<file path="config.mk">
export PLATFORM = sky130hd
export DESIGN_NAME = call_frame_stack
export DESIGN_NICKNAME = d
export VERILOG_FILES = /design/src/rtl/call_frame_stack.sv
export SDC_FILE = /design/constraint.sdc
export NUM_CORES = 1
export LEC_CHECK = 0
export BUFFER_PORTS_ARGS = -buffer_cell sky130_fd_sc_hd__clkbuf_2
export CORE_MARGIN = 1.5
export CORE_UTILIZATION = 50
export CTS_CLUSTER_SIZE = 25
export DETAILED_ROUTE_END_ITERATION = 7
export GPL_TIMING_DRIVEN = 0
export PLACE_DENSITY_LB_ADDON = 0.3
export SKIP_LAST_GASP = 1
export SLEW_MARGIN = 20
export SYNTH_ARGS = -nofsm -noshare
export SYNTH_HDL_FRONTEND = slang
export SYNTH_SLANG_ARGS = --single-unit
</file>
<file path="constraint.sdc">
create_clock -name clk -period 4.8 [get_ports clk]
set_input_delay 0.24 -clock clk [delete_from_list [all_inputs] [get_ports clk]]
set_output_delay 0.24 -clock clk [all_outputs]
set_load 0.01 [all_outputs]
</file>
<file path="src/rtl/call_frame_stack.sv">
`default_nettype none
// ============================================================================
// Module      : call_frame_stack
// Description : Hardware call-frame stack for the wasm CPU core. Holds
//               {return pc, operand-stack index, result type} frames, with
//               multi-level unwind, tail-call replace and sticky traps.
// Revision    : 1.0 - initial release
// ============================================================================
module call_frame_stack #(
    parameter int PC_WIDTH    = 7,
    parameter int INDEX_WIDTH = 8,
    parameter int TYPE_WIDTH  = 2,
    parameter int DEPTH       = 4
) (
    input  logic                   clk,
    input  logic                   reset,
    input  logic                   push,
    input  logic [PC_WIDTH-1:0]    push_pc,
    input  logic [INDEX_WIDTH-1:0] push_index,
    input  logic [TYPE_WIDTH-1:0]  push_type,
    input  logic                   pop,
    input  logic [DEPTH:0]         pop_levels,
    output logic                   ret_valid,
    output logic [PC_WIDTH-1:0]    ret_pc,
    output logic [INDEX_WIDTH-1:0] ret_index,
    output logic [TYPE_WIDTH-1:0]  ret_type,
    output logic [PC_WIDTH-1:0]    top_pc,
    output logic [INDEX_WIDTH-1:0] top_index,
    output logic [TYPE_WIDTH-1:0]  top_type,
    output logic [DEPTH:0]         depth,
    output logic                   empty,
    output logic                   full,
    output logic [3:0]             trap
);

    localparam int            c_fw    = PC_WIDTH + INDEX_WIDTH + TYPE_WIDTH;
    localparam int            c_cap_i = 2 ** DEPTH;
    localparam logic [DEPTH:0] c_cap  = (DEPTH+1)'(c_cap_i);
    localparam logic [DEPTH:0] c_one  = (DEPTH+1)'(1);
    localparam logic [3:0]    c_trap_over  = 4'd1;
    localparam logic [3:0]    c_trap_under = 4'd2;

    typedef enum logic [0:0] {
        ST_RUN     = 1'b0,
        ST_TRAPPED = 1'b1
    } state_t;

    state_t             r_state, w_state_nx;
    logic               r_armed;
    logic [DEPTH:0]     r_depth, w_depth_nx;
    logic [3:0]         r_trap, w_trap_nx;
    logic [c_fw-1:0]    r_ret, w_ret_nx;
    logic               r_ret_valid, w_ret_valid_nx;
    logic [c_fw-1:0]    r_top, w_top_nx;
    logic [c_fw-1:0]    r_mem [c_cap_i];

    logic               w_we;
    logic [DEPTH-1:0]   w_waddr;
    logic [c_fw-1:0]    w_wdata;
    logic [DEPTH:0]     w_n;
    logic               w_under;
    logic               w_go;
    logic [DEPTH-1:0]   w_ret_idx;
    logic [DEPTH-1:0]   w_below_idx;
    logic [c_fw-1:0]    w_rd_ret;
    logic [c_fw-1:0]    w_rd_below;

    // A zero level count still removes one frame.
    assign w_n         = (pop_levels == '0) ? c_one : pop_levels;
    assign w_under     = (w_n > r_depth);
    // Requests are honoured only after the first edge following reset release.
    assign w_go        = r_armed && (r_state == ST_RUN);
    assign w_ret_idx   = DEPTH'(r_depth - w_n);
    assign w_below_idx = w_ret_idx - DEPTH'(1);
    assign w_rd_ret    = r_mem[w_ret_idx];
    assign w_rd_below  = r_mem[w_below_idx];
    assign w_wdata     = {push_pc, push_index, push_type};

    // Next-state and datapath decisions; pop (with optional tail-call push) wins over plain push.
    always_comb begin
        w_state_nx     = r_state;
        w_depth_nx     = r_depth;
        w_trap_nx      = r_trap;
        w_ret_nx       = r_ret;
        w_ret_valid_nx = 1'b0;
        w_top_nx       = r_top;
        w_we           = 1'b0;
        w_waddr        = DEPTH'(r_depth);
        if (w_go) begin
            if (pop) begin
                if (w_under) begin
                    w_trap_nx  = c_trap_under;
                    w_state_nx = ST_TRAPPED;
                end else begin
                    w_ret_nx       = w_rd_ret;
                    w_ret_valid_nx = 1'b1;
                    if (push) begin
                        // Tail call: the new frame replaces the unwind target slot.
                        w_we       = 1'b1;
                        w_waddr    = w_ret_idx;
                        w_depth_nx = r_depth - w_n + c_one;
                        w_top_nx   = w_wdata;
                    end else begin
                        w_depth_nx = r_depth - w_n;
                        w_top_nx   = (w_depth_nx == '0) ? '0 : w_rd_below;
                    end
                end
            end else if (push) begin
                if (r_depth == c_cap) begin
                    w_trap_nx  = c_trap_over;
                    w_state_nx = ST_TRAPPED;
                end else begin
                    w_we       = 1'b1;
                    w_depth_nx = r_depth + c_one;
                    w_top_nx   = w_wdata;
                end
            end
        end
    end

    // Control and mirror registers with asynchronous active-low reset.
    always_ff @(posedge clk or negedge reset) begin
        if (!reset) begin
            r_state     <= ST_RUN;
            r_armed     <= 1'b0;
            r_depth     <= '0;
            r_trap      <= '0;
            r_ret       <= '0;
            r_ret_valid <= 1'b0;
            r_top       <= '0;
        end else begin
            r_state     <= w_state_nx;
            r_armed     <= 1'b1;
            r_depth     <= w_depth_nx;
            r_trap      <= w_trap_nx;
            r_ret       <= w_ret_nx;
            r_ret_valid <= w_ret_valid_nx;
            r_top       <= w_top_nx;
        end
    end

    // Frame RAM: single write port, contents need no reset.
    always_ff @(posedge clk) begin
        if (w_we) begin
            r_mem[w_waddr] <= w_wdata;
        end
    end

    assign ret_valid = r_ret_valid;
    assign ret_pc    = r_ret[c_fw-1 -: PC_WIDTH];
    assign ret_index = r_ret[TYPE_WIDTH +: INDEX_WIDTH];
    assign ret_type  = r_ret[TYPE_WIDTH-1:0];
    assign top_pc    = r_top[c_fw-1 -: PC_WIDTH];
    assign top_index = r_top[TYPE_WIDTH +: INDEX_WIDTH];
    assign top_type  = r_top[TYPE_WIDTH-1:0];
    assign depth     = r_depth;
    assign empty     = (r_depth == '0);
    assign full      = (r_depth == c_cap);
    assign trap      = r_trap;

endmodule
`default_nettype wire

</file>
## Word-level counts from Yosys, hierarchy flattened

Memory sizes are Yosys's and may differ from the RTL's. A register that Yosys moved wholly into a read port is not among the register bits.
Index checks and enable logic that the tools add are counted.

- Equality and inequality tests: 4
- Muxes and demuxes: 35
- Bitwise logic cells: 2
- $lt $le $gt $ge: 1
- Reductions and logical operators: 10
- $add $sub $neg: 4

Operator list:

| operator | count |
|---|---|
| $mux W17 | 6 |
| $mux W4 | 8 |
| $mux W5 | 6 |
| $logic_not A5 Y1 | 3 |
| $mux W1 | 15 |
| $add A5 B1 Y5 const B | 2 |
| $reduce_and A4 Y1 | 2 |
| $eq A5 B5 Y1 const B | 1 |
| $gt A5 B5 Y1 | 1 |
| $sub A5 B5 Y5 | 1 |
| $ne A2 B2 Y1 const B | 2 |
| $reduce_bool A2 Y1 | 2 |
| $sub A4 B1 Y4 const B | 1 |
| $reduce_and A3 Y1 | 1 |
| $ne A2 B1 Y1 const B | 1 |
| $not A1 Y1 | 2 |
| $logic_and A1 B1 Y1 | 1 |
| $logic_not A1 Y1 | 1 |

- Memory bits (writable): 272
- Memories kept: 1
- Input port bits: 26
- Logic and storage cells: 63
- Flip-flop bits (word level): 29

Memories:

| memory | words | width | read ports | clocked after memory_dff | wr ports | RTL line | text |
|---|---|---|---|---|---|---|---|
| r_mem | 16 | 17 | 2 | 1 | 1 | 55 | `logic [c_fw-1:0] r_mem [c_cap_i];` |

## Longest topological paths before layout

Gate-level depths: netlist of run 1.
An unclocked memory read counts as a cell.

- Depth after elaboration: 9
- Depth in mapped cells: 14

## Least setup slack after synthesis of run 1

Ideal clock, no wire load.

- Path kind: register -> register
- From: register r_depth[0], in the netlist depth[0]
- To: memory r_mem[7][0] (netlist bit), enable pin
- Cell stages (with the launch flop): 12
- Arrival: 3.498 ns
- Period minus slack after synthesis: 3.889 ns
- Setup time: 0.391 ns
- Slack: 0.911 ns
- Cells stage by stage: dfrtp_1 -> inv_1 -> ha_1 -> inv_1 -> fa_1 -> clkbuf_1 -> clkbuf_1 -> buf_2 -> inv_1 -> nor3_1 -> o21ai_0 -> nor2_1

- Cells in the longest elaborated chain, start to end: 7

Ends and longest elaborated chain:

| element | RTL line | text |
|---|---|---|
| from (decl) | 50 | `logic [DEPTH:0] r_depth, w_depth_nx;` |
| from (signal assigned) | 134 | `r_depth <= w_depth_nx;` |
| branches (longest 7 deep; another with $gt A5 B5 Y1) | -- |  |
| to (decl) | 55 |  |

Parallel ways; which one is timed is not known.

## Final worst setup path of run 1

- From: register r_depth[0], in the netlist depth[0]
- To: register r_top[2]

- Cells in the longest elaborated chain, start to end: 7

Ends and longest elaborated chain:

| element | RTL line | text |
|---|---|---|
| $sub A5 B5 Y5 | 104 | `w_depth_nx = r_depth - w_n;` |
| $sub A4 B1 Y4 | 74 | `assign w_below_idx = w_ret_idx - DEPTH'(1);` |
| $mem_v2 Z16 W17 | -- |  |
| $mux W17 | 105 | `w_top_nx = (w_depth_nx == '0) ? '0 : w_rd_below;` |
| $mux W17 | 97 | `if (push) begin` |
| $mux W17 | 91 | `if (w_under) begin` |
| $mux W17 | 90 | `if (pop) begin` |
| to (signal assigned) | 138 | `r_top <= w_top_nx;` |
| to (decl) | 54 | `logic [c_fw-1:0] r_top, w_top_nx;` |

Several ways; a longest one is shown, not always the timed one. The select of a mux whose other input is x is not followed.
A chain may end at the register's enable or synchronous reset.

==> results of run 1 <==
[area by class of cell]
class	instances	area (um2)
Fill cell	2127	11800
Inverter	15	56.3
Buffer	54	254
Tap cell	384	480
Multi-Input combinational cell	408	5460
Timing Repair Buffer	82	643
Clock inverter	16	160
Sequential cell	316	9270
Clock buffer	43	926
[through the flow]
| step | hold WS, ps | instances | util | TNS [ps] |
|---|---|---|---|---|
| 5_1_grt | 180 | 1318 | 0.595 | 0 |
| 2_1_floorplan | -55.6 | 794 | - | 0 |
| 3_5_place_dp | 156 | 1257 | 0.556 | -68180 |
| 4_1_cts | 134 | 1316 | 0.594 | 0 |
| 6_report | 155 | 1318 | 0.595 | 0 |
| 3_3_place_gp | 457 | 1246 | 0.542 | -182130 |
[flip-flops by register name, summed over array words and instances (netlist names)]
name / count
r_top: 17
depth: 5
r_mem: 272
r_armed: 1
r_state: 1
ret_valid: 1
r_ret: 17
trap: 2
[cells by family (layout without fill, tap and decap cells)]
family	count (synthesis)	after routing	synth area share
XOR/XNOR	12	12	0.00883
AO/OA/AOI/OAI	73	73	0.0334
flip-flops	316	316	0.623
other	2	3	0.000504
AND/OR/NAND/NOR	103	103	0.0325
buffers and inverters	70	210	0.0204
adder cells (fa/ha/maj)	12	12	0.0106
multiplexers	205	205	0.271
[power by group through the flow]
stage / Clock, mW / Combinational [mW] / Sequential (mW)
final: 2.57 / 6.08 / 3.30
after global routing: 2.70 / 6.38 / 3.32
after CTS: 2.60 / 6.06 / 3.30
after detailed placement: 0 / 6.03 / 3.35
after global placement: 0 / 5.84 / 3.35
after floorplan: 0 / 4.09 / 3.38
[worst paths after layout]
path / startpoint / end / slack, ps / depth (start not counted)
min reg2reg: r_state / r_state / 480 / 1
min in group asynchronous: reset / depth[3] / 170 / 2
max: depth[0] / r_top[2] / 240 / 13
max in group asynchronous: reset / r_ret[0] / 4110 / 3
max reg2reg: depth[0] / r_top[2] / 240 / 13
min: push_pc[6] / r_mem[7][16] / 150 / 1
[layer usage]
metal  track usage  vias up  share of wire
li1              -     3537              -
met1         0.390     4564           0.40
met2         0.411      608           0.47
met3        0.0535       81           0.11
met4        0.0844        2          0.028
met5             0        -        0.00035
[worst register-to-register path, delay by kind of cell (launching register included)]
family	cells	cell delay, ps
adder cells (fa/ha/maj)	3	950
buffers and inverters	7	2000
AO/OA/AOI/OAI	1	230
AND/OR/NAND/NOR	2	860
flip-flops	1	460
[layout by cell type, fill, tap and decap left out, types with 3 or more instances in the layout]
cell type,instances
a21o_1,3
a21oi_1,7
a221o_1,17
a31oi_1,6
and3_1,4
buf_16,8
buf_2,22
buf_4,4
bufinv_16,3
clkbuf_1,27
clkbuf_16,35
clkbuf_2,74
clkinv_1,5
clkinv_2,5
conb_1,3
dfrtp_1,44
edfxtp_1,272
ha_1,11
inv_1,15
mux2_1,19
mux2_2,32
mux4_2,151
nand2_1,40
nand2b_1,3
nand3_1,3
nor2_1,14
nor2_4,16
nor3_1,10
o21ai_0,25
o21ai_1,6
xnor2_1,8
[repair_timing]
item	4_1_cts	5_1_grt
hold buffers	1	0
resized for setup	6	0
setup buffers	0	2
hold endpoints to repair	44	0
setup endpoints to repair	269	10
cloned	0	0
==> metrics.md, run 1 <==
| Metric | Value |
|---|---|
| Post-Syn Area | 14,900 um2 |
| I/O Pins | 72 |
| Crit-path max FO | 10 |
| CP dominant cell by count | inv_1 |
| PwrDens | 693 nW/um2 |
| Peak supply drop | 0.425 mV |
| Via-per-instance ratio | 6.67 |
| Data arrival, critical path | 5000 ps |
| CTS Buffer Depth | 3 |
| Data required time of the worst path | 5240 ps |
| Critical Path Sink Type | flop |
| Mapped Cells | 793 |
| Largest net degree at the start of global routing | 30 |
| Post-synth EDFFs | 272 |
| First-pass GRT wire length | 58,200 um |
| Tot GR Track Use | 0.267 |
| Worst slew margin | 0.287 |
| N_diodes | 0 |
| Fin crit period | 4560 ps |
| Area contributors post-synth | edfxtp_1 55%, mux4_2 23%, dfrtp_1 7.4% |
| Antenna Nets Post-Route | 0 |
| Bufs and invs on worst path | 7 |
| Status | finished, final reports clean |
| RSZ-0062 raised after global routing | false |
| Crit-path leading delay family | buffers and inverters |
| Critical Path Max Stage Delay | 670 ps |
| Initial DRC Count | 1,124 |
| CTS sink count | 316 |
| DRT Pass-1 Iters | 6 |
| Placed instance area | 16,100 um2 |
| Hpwl dp | 25,900 um |
| Post-synthesis sequential area ratio | 0.623 |
| CP Cell Sequence | inv_1 > ha_1 > inv_1 > fa_1 > clkbuf_2 > clkbuf_2 > buf_2 > inv_1 > ha_1 > nor4b_2 > nor4_4 > buf_2 > a221o_1 |
| Worst skew pair latency | 500 ps |
| Clock power frac | 0.215 |
| GRT overflow | 0 |
| Share of cells above drive strength 1 | 0.399 |
| Synth top cells by count | 272 x edfxtp_1, 151 x mux4_2, 44 x dfrtp_1 |
| Critical Path Source Type | flop |
| Final max-slew violation count | 0 |
| Largest area contributor in the synthesized netlist | edfxtp_1 |
| Count of input and output buffers | 68 |
| Sw power | 4.42 mW |
| Worst Tran Pin Value | 1070 ps |
| Pre-CTS WS | -704 ps |
| Top cell type's share of synthesized area | 0.549 |
| Power Total | 12.0 mW |
| CTS Root Cell | clkbuf_16 |
| Worst clock skew | 10.2 ps |
| Antenna violations before repair | 1 |
| Yosys reg bits | 316 |
| Routability congestion estimate | 0.811 |
| CP max stage cell | nor4_4 |
| DRC viols | 0 |
| Final hold vios | 0 |
| CTS Buf Count | 34 |
| Post-route setup slack | 238 ps |
| Fraction of registers with async set/reset | 0.139 |
| Finished Cell Area | 17,300 um2 |
| CORE AREA | 29,000 um2 |
| Max Clock Freq | 219 MHz |
| Internal Dissipation | 7.53 mW |
| Worst Setup Path Type | flop to flop |
| P&R area growth vs syn | 15.9% |
| Vias in the first global route | 8,823 |
| Rows | 62 |
| Syn_area_per_cell | 18.8 um2 |
| Yosys Warn Count | 0 |
| Static Leakage | 5.93 nW |
| Final Setup Violations | 0 |
| CTS H-tree depth | 2 |
| Die area | 30,800 um2 |
| Final WL | 39,800 um |
| DIE HEIGHT | 176 um |
| Worst Hold Class | input pin to flop |
| Max Cap Viol | 0 |
| Worst-path clk slew | 60 ps |
| Final #Nets | 949 |
| Die Wd | 176 um |
| Most common cell in the synthesized netlist | edfxtp_1 |
| Ys flop type | edfxtp_1 |
| Yosys cell types | 49 |
| Post-DR wirelength/cell | 30.2 um |
| Power share of the combinational group | 0.509 |
| Starting Density | 0.513 |
| Vias | 8,792 |
| CTS tree | yes |
| Final period util | 0.950 |
| Sequential group share of total power | 0.276 |
| Switch share | 0.370 |
Power figures use the tool's default switching activity.
==> run 2, diff against run 1 <==
--- a/config.mk
+++ b/config.mk
@@ -6,8 +6,10 @@
 export NUM_CORES = 1
 export LEC_CHECK = 0
 export BUFFER_PORTS_ARGS = -buffer_cell sky130_fd_sc_hd__clkbuf_2
+export CELL_PAD_IN_SITES_DETAIL_PLACEMENT = 0
+export CELL_PAD_IN_SITES_GLOBAL_PLACEMENT = 2
 export CORE_MARGIN = 1.5
-export CORE_UTILIZATION = 50
+export CORE_UTILIZATION = 48
 export CTS_CLUSTER_SIZE = 25
 export DETAILED_ROUTE_END_ITERATION = 7
 export GPL_TIMING_DRIVEN = 0
==> metrics.md, run 2 (synthesis results as in run 1) <==
| Metric | Value |
|---|---|
| Critical Path Sink Type | flop |
| Vias | 8,838 |
| Placed instance area | 16,200 um2 |
| Tot GR Track Use | 0.275 |
| CTS Root Cell | clkbuf_16 |
| CTS Buf Count | 34 |
| Largest registers | r_mem: 272 flops, r_ret: 17 flops, r_top: 17 flops |
| RSZ-0062 raised after global routing | false |
| CORE AREA | 30,600 um2 |
| Final #Nets | 959 |
| Fillers | 2,346 |
| Routed wl met2 | 20,100 um |
| Final hold vios | 0 |
| Max Cap Viol | 0 |
| Static Leakage | 6.01 nW |
| DIE HEIGHT | 179 um |
| DRT Pass-1 Iters | 5 |
| N_diodes | 0 |
| Share of cells above drive strength 1 | 0.406 |
| Worst setup path start | depth[0] |
| GRT overflow | 0 |
| Via-per-instance ratio | 6.59 |
| Most flops, register | r_mem |
| Hold Slack | 137 ps |
| Max Clock Freq | 223 MHz |
| Crit-path max FO | 10 |
| Critical Path Source Type | flop |
| CTS H-tree depth | 2 |
| Reg2reg setup slack | 310 ps |
| I/O Pins | 72 |
| Final max-slew violation count | 0 |
| Met3 WL | 3990 um |
| PwrDens | 698 nW/um2 |
| Count of input and output buffers | 68 |
| Worst Hold Class | input pin to flop |
| WHS Endpoint | r_mem[2][7] |
| Reg2reg start | depth[0] |
| Highest metal used | met4 |
| Post-DR wirelength/cell | 31.5 um |
| Rows | 64 |
| Hpwl dp | 27,300 um |
| Worst Hold Path Cells | 1 |
| Largest net degree at the start of global routing | 25 |
| Finished Cell Area | 17,400 um2 |
| Initial DRC Count | 1,117 |
| Die Wd | 179 um |
| M1 WL | 16,600 um |
| Worst slew margin | 0.220 |
| Die area | 32,100 um2 |
| Final WL | 42,200 um |
| Worst-path clk slew | 60 ps |
| Worst skew pair latency | 510 ps |
| Fin crit period | 4490 ps |
| Data arrival, critical path | 4930 ps |
| HP Start | push_index[5] |
| CTS sink count | 316 |
| Worst Tran Pin Value | 1170 ps |
| FF-to-FF End | r_top[3] |
| Data required time of the worst path | 5240 ps |
| Antenna violations before repair | 0 |
| Commonest non-fill, non-tap cell in the layout | edfxtp_1 |
| CTS tree | yes |
| Max reg flops | 272 |
| Worst clock skew | 19.1 ps |
| Worst Reg-to-Reg Cells | 13 |
| P&R area growth vs syn | 17.0% |
| Final period util | 0.936 |
| First-pass GRT wire length | 61,100 um |
| Starting Density | 0.487 |
| Vias in the first global route | 9,027 |
| Status | finished, final reports clean |
| Worst Setup Path Type | flop to flop |
| Final Setup Violations | 0 |
| Commonest cells after routing, fill and taps aside | 272 x edfxtp_1, 151 x mux4_2, 76 x clkbuf_2, 44 x dfrtp_1, 40 x nand2_1 |
| Routability congestion estimate | 0.827 |
| Antenna Nets Post-Route | 0 |
| Peak supply drop | 0.441 mV |
| DRC viols | 0 |
| CTS Buffer Depth | 3 |
## run 2: cell type report
type / instances / area, um2 / area share
buffer: 54 / 256 / 0.0147
clock buffer: 48 / 945 / 0.0542
clock inverter: 12 / 186 / 0.0107
inverter: 15 / 56.3 / 0.00323
multi-input combinational: 408 / 5460 / 0.314
sequential: 316 / 9270 / 0.532
tap: 396 / 495 / 0.0284
timing repair buffer: 92 / 748 / 0.0430
## run 2: worst max-delay path, cell delays in order, from the launching register on
cell and delay, ps:
dfrtp_1 460, inv_1 200, ha_1 180, inv_1 50
fa_1 560, clkbuf_2 330, clkbuf_2 480, buf_2 370
inv_1 150, ha_1 240, xnor2_1 310, nor4b_4 340
buf_2 470, a221o_1 270
## run 2: worst max path at each step
| stage | cells after the start | end | slack (ps) |
|---|---|---|---|
| final | 13 | r_top[3] | 310 |
| after global routing | 13 | r_top[7] | 70 |
| after CTS | 13 | r_top[3] | 120 |
| after detailed placement | 13 | r_top[3] | -850 |
| after global placement | 11 | r_mem[7][14] | -1300 |
| after floorplan | 11 | r_mem[7][0] | 910 |
## run 2: repair_timing
action | CTS | global route
endpoints found under the setup margin | 283 | 10
resized for setup | 8 | 0
hold endpoints to repair | 23 | 0
pin swaps | 0 | 1
setup buffers | 1 | 3
hold buffers | 1 | 0
## run 2: report_power, final
group          switching [mW]  internal [mW]  leakage, nW
logic                    3.35           2.85         2.46
registers               0.128           3.16         3.00
clock network            1.03           1.64        0.553
## run 2: layer usage
metal  up-vias  global-route usage
met2       493               0.436
li1       3563                   -
met3        91              0.0687
met5         -                   0
met4         0              0.0978
met1      4691               0.374
## run 2: per-stage QoR
step	utilization	total power, mW	setup TNS, ps	setup WS, ps	cells
3_5_place_dp	0.530	9.48	-63360	-851	1277
4_1_cts	0.569	12.2	0	118	1338
2_1_floorplan	-	7.47	0	911	794
6_report	0.569	12.2	0	306	1341
3_3_place_gp	0.514	9.29	-227910	-1300	1258
5_1_grt	0.569	12.6	0	67.5	1341
==> run 3, diff against run 2 <==
--- a/config.mk
+++ b/config.mk
@@ -9,7 +9,8 @@
 export CELL_PAD_IN_SITES_DETAIL_PLACEMENT = 0
 export CELL_PAD_IN_SITES_GLOBAL_PLACEMENT = 2
 export CORE_MARGIN = 1.5
-export CORE_UTILIZATION = 48
+export CORE_UTILIZATION = 30
+export CTS_CLUSTER_DIAMETER = 100
 export CTS_CLUSTER_SIZE = 25
 export DETAILED_ROUTE_END_ITERATION = 7
 export GPL_TIMING_DRIVEN = 0
==> constraint.sdc (replaced) <==
create_clock -name clk -period 5.4 [get_ports clk]
set_input_delay 0.27 -clock clk [delete_from_list [all_inputs] [get_ports clk]]
set_output_delay 0.27 -clock clk [all_outputs]
set_load 0.01 [all_outputs]
==> metrics.md, run 3 (synthesis results as in run 1) <==
| Metric | Value |
|---|---|
| Status | finished, final reports clean |
| Final hold vios | 0 |
| Commonest cells after routing, fill and taps aside | 272 x edfxtp_1, 151 x mux4_2, 75 x clkbuf_2, 44 x dfrtp_1, 40 x nand2_1 |
| Antenna violations before repair | 1 |
| Count of input and output buffers | 68 |
| CORE AREA | 49,000 um2 |
| Post-route setup slack | 478 ps |
| Crit-path max FO | 10 |
| Static Leakage | 5.74 nW |
| FF-to-FF End | r_top[9] |
| Hpwl dp | 31,000 um |
| CP dominant cell by count | inv_1 |
| I/O Pins | 72 |
| CP max stage cell | fa_1 |
| Final Setup Violations | 0 |
| Placed cells | 1,544 |
| Max Clock Freq | 203 MHz |
| Critical Path Sink Type | flop |
| PwrDens | 578 nW/um2 |
| P&R area growth vs syn | 15.8% |
| Post-DR wirelength/cell | 28.8 um |
| GRT overflow | 0 |
| Vias | 8,506 |
| Fillers | 4,560 |
| CTS H-tree depth | 1 |
| Share of cells above drive strength 1 | 0.392 |
| CTS tree | yes |
| CP Cell Sequence | inv_1 > ha_1 > inv_1 > fa_1 > clkbuf_1 > clkbuf_2 > buf_2 > inv_1 > ha_1 > xnor2_1 > nor4b_4 > buf_12 > buf_2 > a221o_1 |
| HP Start | push_type[1] |
| Worst slew margin | 0.242 |
| RSZ-0062 raised after global routing | false |
| First-pass GRT wire length | 64,400 um |
| CTS sink count | 316 |
| Most Crowded Layer GR | met2 |
| CTS Root Cell | clkbuf_16 |
| Reg2reg start | depth[0] |
| Initial DRC Count | 771 |
| Fin crit period | 4920 ps |
| DRT Pass-1 Iters | 6 |
| Utilization after layout | 0.352 |
| Final WL | 45,400 um |
| Worst Tran Pin Value | 1140 ps |
| N_diodes | 0 |
| CTS Buffer Depth | 3 |
| Worst Setup Path Type | flop to flop |
| Pre-CTS WS | -312 ps |
| Worst Reg-to-Reg Cells | 14 |
| Worst Hold Class | input pin to flop |
| Critical Path Max Stage Delay | 550 ps |
| Routability congestion estimate | 0.731 |
| Final #Nets | 942 |
| Max Cap Viol | 0 |
| Die Wd | 226 um |
| CTS Buf Count | 17 |
| Rows | 81 |
| Tot GR Track Use | 0.181 |
| DIE HEIGHT | 226 um |
| Largest net degree at the start of global routing | 27 |
| Peak supply drop | 0.385 mV |
| Worst Hold Path Cells | 1 |
| Grt met1 use | 0.244 |
| Worst clock skew | 21.9 ps |
| DRC viols | 0 |
| Finished Layout Cells | 1,579 |
| Antenna Nets Post-Route | 0 |
| Met3 usage in global routing | 0.0440 |
| Max reg flops | 272 |
| Largest registers | r_mem: 272 flops, r_ret: 17 flops, r_top: 17 flops |
| Data required time of the worst path | 5860 ps |
| Commonest non-fill, non-tap cell in the layout | edfxtp_1 |
| Starting Density | 0.304 |
| Worst skew pair latency | 530 ps |
| Via-per-instance ratio | 5.39 |
| Met2 Track Usage GR | 0.294 |
| Final max-slew violation count | 0 |
| Most flops, register | r_mem |
| WHS Endpoint | r_mem[11][1] |
| Die area | 51,000 um2 |
| Critical Path Source Type | flop |
| Final period util | 0.911 |
| Data arrival, critical path | 5390 ps |
| Reg2reg setup slack | 480 ps |
| Vias in the first global route | 8,734 |
| Worst-path clk slew | 100 ps |
-- run 3: layout make-up --
| class | instances | area [um2] | share of cell area |
|---|---|---|---|
| Sequential cell | 316 | 9270 | 0.538 |
| Multi-Input combinational cell | 408 | 5460 | 0.317 |
| Timing Repair Buffer | 92 | 851 | 0.0494 |
| Tap cell | 664 | 831 | 0.0482 |
| Clock buffer | 25 | 455 | 0.0264 |
| Buffer | 54 | 263 | 0.0152 |
| Inverter | 15 | 56.3 | 0.00327 |
| Clock inverter | 5 | 50.0 | 0.00290 |
-- run 3: timing repair --
item                                    4_1_cts  5_1_grt
pin swaps                                     0        1
hold buffers                                  1        0
setup buffers                                 0        5
hold endpoints to repair                     23        0
endpoints found under the setup margin       17       17
resized for setup                             3        2
-- run 3: layer usage --
layer  part of all wire  up-vias
li1                   -     3518
met1               0.42     4538
met2               0.48      390
met3              0.075       58
met4              0.028        2
met5            0.00031        -
-- run 3: how the worst max path moves through the flow --
stage / from / slack [ps] / depth (start not counted) / end
5_1_grt: depth[0] / 210 / 14 / r_top[9]
4_1_cts: depth[0] / 0.4 / 13 / r_top[10]
3_3_place_gp: depth[0] / -800 / 11 / r_mem[7][3]
6_report: depth[0] / 480 / 14 / r_top[9]
2_1_floorplan: depth[0] / 1510 / 11 / r_mem[7][0]
3_5_place_dp: depth[0] / -310 / 13 / r_top[10]
-- run 3: power by group --
part | total [mW] | switching [mW] | internal, mW
Sequential | 2.93 | 0.125 | 2.80
Clock | 1.43 | 0.815 | 0.613
Combinational | 5.60 | 3.06 | 2.55
-- run 3: stage by stage --
step | cell area [um2] | hold WS, ps | setup TNS (ps) | power (mW)
after floorplan | 14900 | -25.6 | 0 | 6.64
after global placement | 16100 | 459 | -115180 | 8.55
after detailed placement | 16700 | 267 | -4070 | 8.67
after CTS | 17200 | 155 | 0 | 10.1
after global routing | 17200 | 183 | 0 | 10.5
final | 17200 | 161 | 0 | 9.96
-- run 3: critical path: cells and delay by family (launching register included) --
family          cells  cell delay (ps)
xor+xnor            1              320
fa+ha+maj           3             1000
flops               1              470
compound gates      1              250
simple gates        1              330
buf+inv             8             2460
